==> config.mk <==
export PLATFORM = sky130hd
export DESIGN_NAME = word_serializer
export DESIGN_NICKNAME = d
export VERILOG_FILES = /design/src/rtl/word_serializer.sv
export SDC_FILE = /design/constraint.sdc
export NUM_CORES = 1
export LEC_CHECK = 0
export ABC_AREA = 1
export ABC_CLOCK_PERIOD_IN_PS = 2009
export BUFFER_PORTS_ARGS = -buffer_cell sky130_fd_sc_hd__buf_2
export CELL_PAD_IN_SITES_DETAIL_PLACEMENT = 1
export CELL_PAD_IN_SITES_GLOBAL_PLACEMENT = 2
export CORE_MARGIN = 3
export CORE_UTILIZATION = 25
export DETAILED_ROUTE_END_ITERATION = 8
export HOLD_SLACK_MARGIN = 0.15
export PLACE_DENSITY = 0.77
export SYNTH_ARGS = -nofsm -noshare
export SYNTH_HDL_FRONTEND = slang
export SYNTH_SLANG_ARGS = --single-unit
export TNS_END_PERCENT = 50
==> constraint.sdc <==
create_clock -name Clk -period 2.01 [get_ports Clk]
set_input_delay 0.402 -clock Clk [delete_from_list [all_inputs] [get_ports Clk]]
set_output_delay 0.402 -clock Clk [all_outputs]
set_load 0.01 [all_outputs]
==> src/rtl/word_serializer.sv <==
// Parallel-to-serial unloader: captures a WIDTH-bit word and streams it out LSB beat first
// over a valid/ready handshake. Define WORD_SERIALIZER_SKID_EN for a one-word holding register.
module word_serializer #(
    parameter int WIDTH = 32,
    parameter int BEAT  = 8
) (
    input  logic                    Clk,
    input  logic                    Reset,
    input  logic                    LD_EN,
    input  logic signed [WIDTH-1:0] Data_In,
    output logic                    Ld_Ready,
    output logic [BEAT-1:0]         Beat_Out,
    output logic                    Beat_Valid,
    input  logic                    Beat_Ready,
    output logic                    Beat_Last,
    output logic [15:0]             Words_Sent
);

    localparam int NBEATS = WIDTH / BEAT;
    localparam int IDX_W  = (NBEATS > 1) ? $clog2(NBEATS) : 1;
    localparam logic [IDX_W-1:0] LAST_IDX = IDX_W'(NBEATS - 1);

    typedef enum logic {IDLE, SHIFT} state_t;

    state_t             state_q, state_d;
    logic [WIDTH-1:0]   sh_q, sh_d;
    logic [IDX_W-1:0]   idx_q, idx_d;
    logic [15:0]        words_q, words_d;
    logic               load, xfer, is_last;

`ifdef WORD_SERIALIZER_SKID_EN
    logic [WIDTH-1:0]   skid_q, skid_d;
    logic               skid_full_q, skid_full_d;

    assign Ld_Ready = !skid_full_q;
`else
    assign Ld_Ready = (state_q == IDLE);
`endif

    // Handshake outputs decode registered state only; Beat_Ready never reaches them.
    assign Beat_Valid = (state_q == SHIFT);
    assign Beat_Out   = Beat_Valid ? sh_q[BEAT-1:0] : '0;
    assign Beat_Last  = Beat_Valid && (idx_q == LAST_IDX);
    assign Words_Sent = words_q;

    assign load    = LD_EN && Ld_Ready;
    assign xfer    = Beat_Valid && Beat_Ready;
    assign is_last = (idx_q == LAST_IDX);

    always_comb begin
        // NOTE: every variable gets a default first so no path through the case infers a latch.
        state_d = state_q;
        sh_d    = sh_q;
        idx_d   = idx_q;
        words_d = words_q;
`ifdef WORD_SERIALIZER_SKID_EN
        skid_d      = skid_q;
        skid_full_d = skid_full_q;
`endif
        case (state_q)
            IDLE: begin
                if (load) begin
                    sh_d    = $unsigned(Data_In);
                    idx_d   = '0;
                    state_d = SHIFT;
                end
            end
            SHIFT: begin
                if (xfer && !is_last) begin
                    sh_d  = sh_q >> BEAT;
                    idx_d = idx_q + IDX_W'(1);
                end
`ifdef WORD_SERIALIZER_SKID_EN
                if (xfer && is_last) begin
                    words_d = words_q + 16'd1;
                    idx_d   = '0;
                    if (skid_full_q) begin
                        sh_d        = skid_q;
                        skid_full_d = 1'b0;
                    end else if (load) begin
                        sh_d = $unsigned(Data_In);
                    end else begin
                        state_d = IDLE;
                    end
                end else if (load) begin
                    skid_d      = $unsigned(Data_In);
                    skid_full_d = 1'b1;
                end
`else
                if (xfer && is_last) begin
                    words_d = words_q + 16'd1;
                    state_d = IDLE;
                end
`endif
            end
            default: state_d = IDLE;
        endcase
    end

    // NOTE: state registers use non-blocking assignments; the comb block above uses blocking.
    always_ff @(posedge Clk or negedge Reset) begin
        if (!Reset) begin
            state_q <= IDLE;
            sh_q    <= '0;
            idx_q   <= '0;
            words_q <= '0;
`ifdef WORD_SERIALIZER_SKID_EN
            skid_full_q <= 1'b0;
`endif
        end else begin
            state_q <= state_d;
            sh_q    <= sh_d;
            idx_q   <= idx_d;
            words_q <= words_d;
`ifdef WORD_SERIALIZER_SKID_EN
            skid_full_q <= skid_full_d;
`endif
        end
    end

`ifdef WORD_SERIALIZER_SKID_EN
    // NOTE: pure data storage needs no reset; skid_full_q alone says whether it is meaningful.
    always_ff @(posedge Clk) begin
        skid_q <= skid_d;
    end
`endif

endmodule

==> flow_summary.toml <==
[outcome]
status = "completed"

[critical_path]
worst_ep_arrival_time_ns = 1.37
r2r_slack_ns = 0.40
regToRegStartpoint = "idx_q[0]"
reg2reg_depth = 8
critPathKind = "register to output port"
endpoint_kind = "output port"
worst_path_largest_cell_delay_ns = 0.51
critical_path.cell_chain = "buf_4 -> nand2_1 -> inv_1 -> buf_2"
crit_path_start_kind = "register"
cp_data_required_time_ns = 1.61
cpMaxStageDelayCell = "dfrtp_2"
cp_max_fo = 16
reg2reg_to = "idx_q[0]"

[clock_tree]
clkTransAtPathRegs_ns = 0.10
cts_tree = "built"
clkSinkCount = 51
cts_setup_buffers = 0
clock_latency_ns = 0.31
ctsHtreeMaxLevel = 2
cts_buffer_depth = 2
root_buffer = "clkbuf_8"
cts-buffers-inserted = 5

[placed_design]
numPortBuffers = 62
hpwl_mm = 4.85
gp_congestion = 0.728

[detailed_routing]
wirelength_mm = 6.26
route.vias.total = 2157
route.detailed.drc = 0
post_drt_wl_per_cell_um = 12.6
drt_iter0_markers = 75
ant_nets = 0
first_pass_iters = 4
viasPerCell = 4.33

[layout]
area_growth_pct = 22.2
antennaDiodeCount = 0
drive_above_1_share_pct = 24.1
fillers = 1179
nets = 406

[synth]
postSynthAreaPerCell_um2 = 8.13
ys_ff_latch = 51
synthesis.area_mm2 = 0.00247
ys_warn_count = 0
synth-seq-area-share_pct = 51.6
netlist-cell-type-count = 26
syn_nets = 342
postSynthCellCount = 304

[sta]
post-route-period-util_pct = 87.9
finalHoldViolCount = 0
finalSetupTns_ns = 0
setup_viol = 0
drv_slew = 0
max_freq_mhz = 566
maxSlewHeadroom_pct = 66.5
period_needed_ns = 1.77
rsz0062_at_grt = "false"
fin_skew_ns = 0.0111
tightest_slew_ns = 0.503

[global_routing]
overflow = 0
grt_pass1_vias = 2288
antenna_found_initial = 0
grt_start_max_net_pins = 50
grt_pass1_wl_mm = 11.1
groute.usage.overall_pct = 12.1

[floorplan]
rows = 35
pin_count = 63
design.core.area_mm2 = 0.00942
die_w_um = 105
die_h_um = 105
start_util_pct = 26.2
dieArea_mm2 = 0.0111

[run]
cap_violations = 0

[hold_path]
hold_path_depth = 3
min_path_type = "input pin to register"
holdPathEnd = "sh_q[30]"
min_from = "Data_In[30]"

[pwr]
total_power_mw = 3.62
pwr_density_cell_mw_per_mm2 = 1200
power.leakage_nw = 1.54
vdd_drop_max_mv = 0.377
cell families (layout without fill, tap and decap cells):
logic type | after synthesis | in the layout | synth area share [%]
xor gates and xnor gates | 9 | 9 | 3.19
buffers and inverters | 39 | 104 | 7.70
DFF | 51 | 51 | 51.6
and+or+nand+nor | 174 | 174 | 29.4
adders and majority gates | 2 | 2 | 1.01
AOI/OAI and AO/OA | 29 | 29 | 7.09
how the worst max path moves through the flow:
| stage | startpoint | end | slack, ns | cells past startpoint |
|---|---|---|---|---|
| CTS | Beat_Valid | Beat_Last | 0.06 | 4 |
| detailed placement | Beat_Valid | idx_q[0] | 0.37 | 8 |
| global placement | idx_q[0] | idx_q[0] | 0.45 | 8 |
| global route | Beat_Valid | Beat_Last | 0.1 | 4 |
| floorplan | Beat_Valid | Beat_Last | 0.64 | 4 |
| finish | Beat_Valid | Beat_Last | 0.24 | 4 |
report_power, final:
| group | internal (mW) | switching (mW) | total [mW] |
|---|---|---|---|
| sequential | 1.38 | 0.233 | 1.61 |
| clock | 0.251 | 0.360 | 0.611 |
| combinational | 0.572 | 0.827 | 1.40 |
layout make-up:
class	instances	area, µm²	share of cell area, %
Sequential cell	51	1280	42.3
Multi-Input combinational cell	214	1000	33.3
Timing Repair Buffer	70	385	12.8
Tap cell	129	161	5.35
Inverter	26	101	3.36
Clock buffer	6	72.6	2.40
Clock inverter	2	16.3	0.539
per-stage QoR:
| step | cells | hold WS, ns | setup WS, ns | utilization (%) | area, µm² |
|---|---|---|---|---|---|
| finish | 498 | 0.318 | 0.242 | 32.1 | 3020 |
| global route | 498 | 0.311 | 0.0971 | 32.1 | 3020 |
| floorplan | 304 | 0.106 | 0.644 | - | 2470 |
| detailed placement | 489 | 0.411 | 0.368 | 31.0 | 2920 |
| CTS | 498 | 0.318 | 0.0604 | 32.1 | 3020 |
| global placement | 489 | 0.405 | 0.450 | 31.0 | 2920 |
routing by layer:
metal	up-vias	global-route usage [%]	routed length [µm]
li1	1088	-	-
met1	1025	16.3	2930
met2	38	20.0	3030
met3	6	2.02	244
met4	0	3.37	58
met5	-	0	0
placed cells by master (no fill, tap or decap), drive strengths merged:
cell type and n:
nor3 4, inv 26, clkbuf 6, a21oi 1, ha 2, buf 69
a31oi 24, o21ai 4, clkinv 1, xor2 7, nand2 113, clkinvlp 1
dfrtp 51, nor2 39, nand3 16, nand4 2, xnor2 2, dlygate4sd3 1
state kept, by name, summed over array words and instances, names as in the netlist:
| signal | flops |
|---|---|
| sh_q | 32 |
| Words_Sent | 16 |
| idx_q | 2 |
| Beat_Valid | 1 |
critical path: cells and delay by family, from the launching register on:
family | cells | cell delay [ns]
buffers and inverters | 3 | 0.47
DFF | 1 | 0.51
and+or+nand+nor | 1 | 0.07
what timing repair did:
item	CTS	global route
hold endpoints to repair	19	0
setup endpoints to repair	0	1
resized for setup	0	1
hold buffers	1	0
cells in the mapped netlist:
library cell / count / area [µm²]
inv_2: 1 / 3.75
buf_6: 4 / 45.0
clkbuf_1: 5 / 18.8
clkbuf_2: 1 / 5.00
dfrtp_1: 51 / 1280
inv_1: 23 / 86.3
a31oi_1: 24 / 150
nor2_2: 3 / 18.8
nand3_1: 15 / 75.1
nor2_4: 2 / 22.5
a21oi_1: 1 / 5.00
nand2_1: 110 / 413
nor2_1: 34 / 128
xnor2_1: 2 / 17.5
buf_4: 2 / 15.0
inv_4: 1 / 6.26
nand2_2: 3 / 18.8
nand3_4: 1 / 17.5
nor3_1: 4 / 20.0
buf_2: 1 / 5.00
ha_1: 2 / 25.0
nand4_1: 2 / 12.5
o21ai_0: 3 / 15.0
o21ai_1: 1 / 5.00
xor2_1: 7 / 61.3
clkinv_2: 1 / 5.00
(Power assumes the default switching activity.)
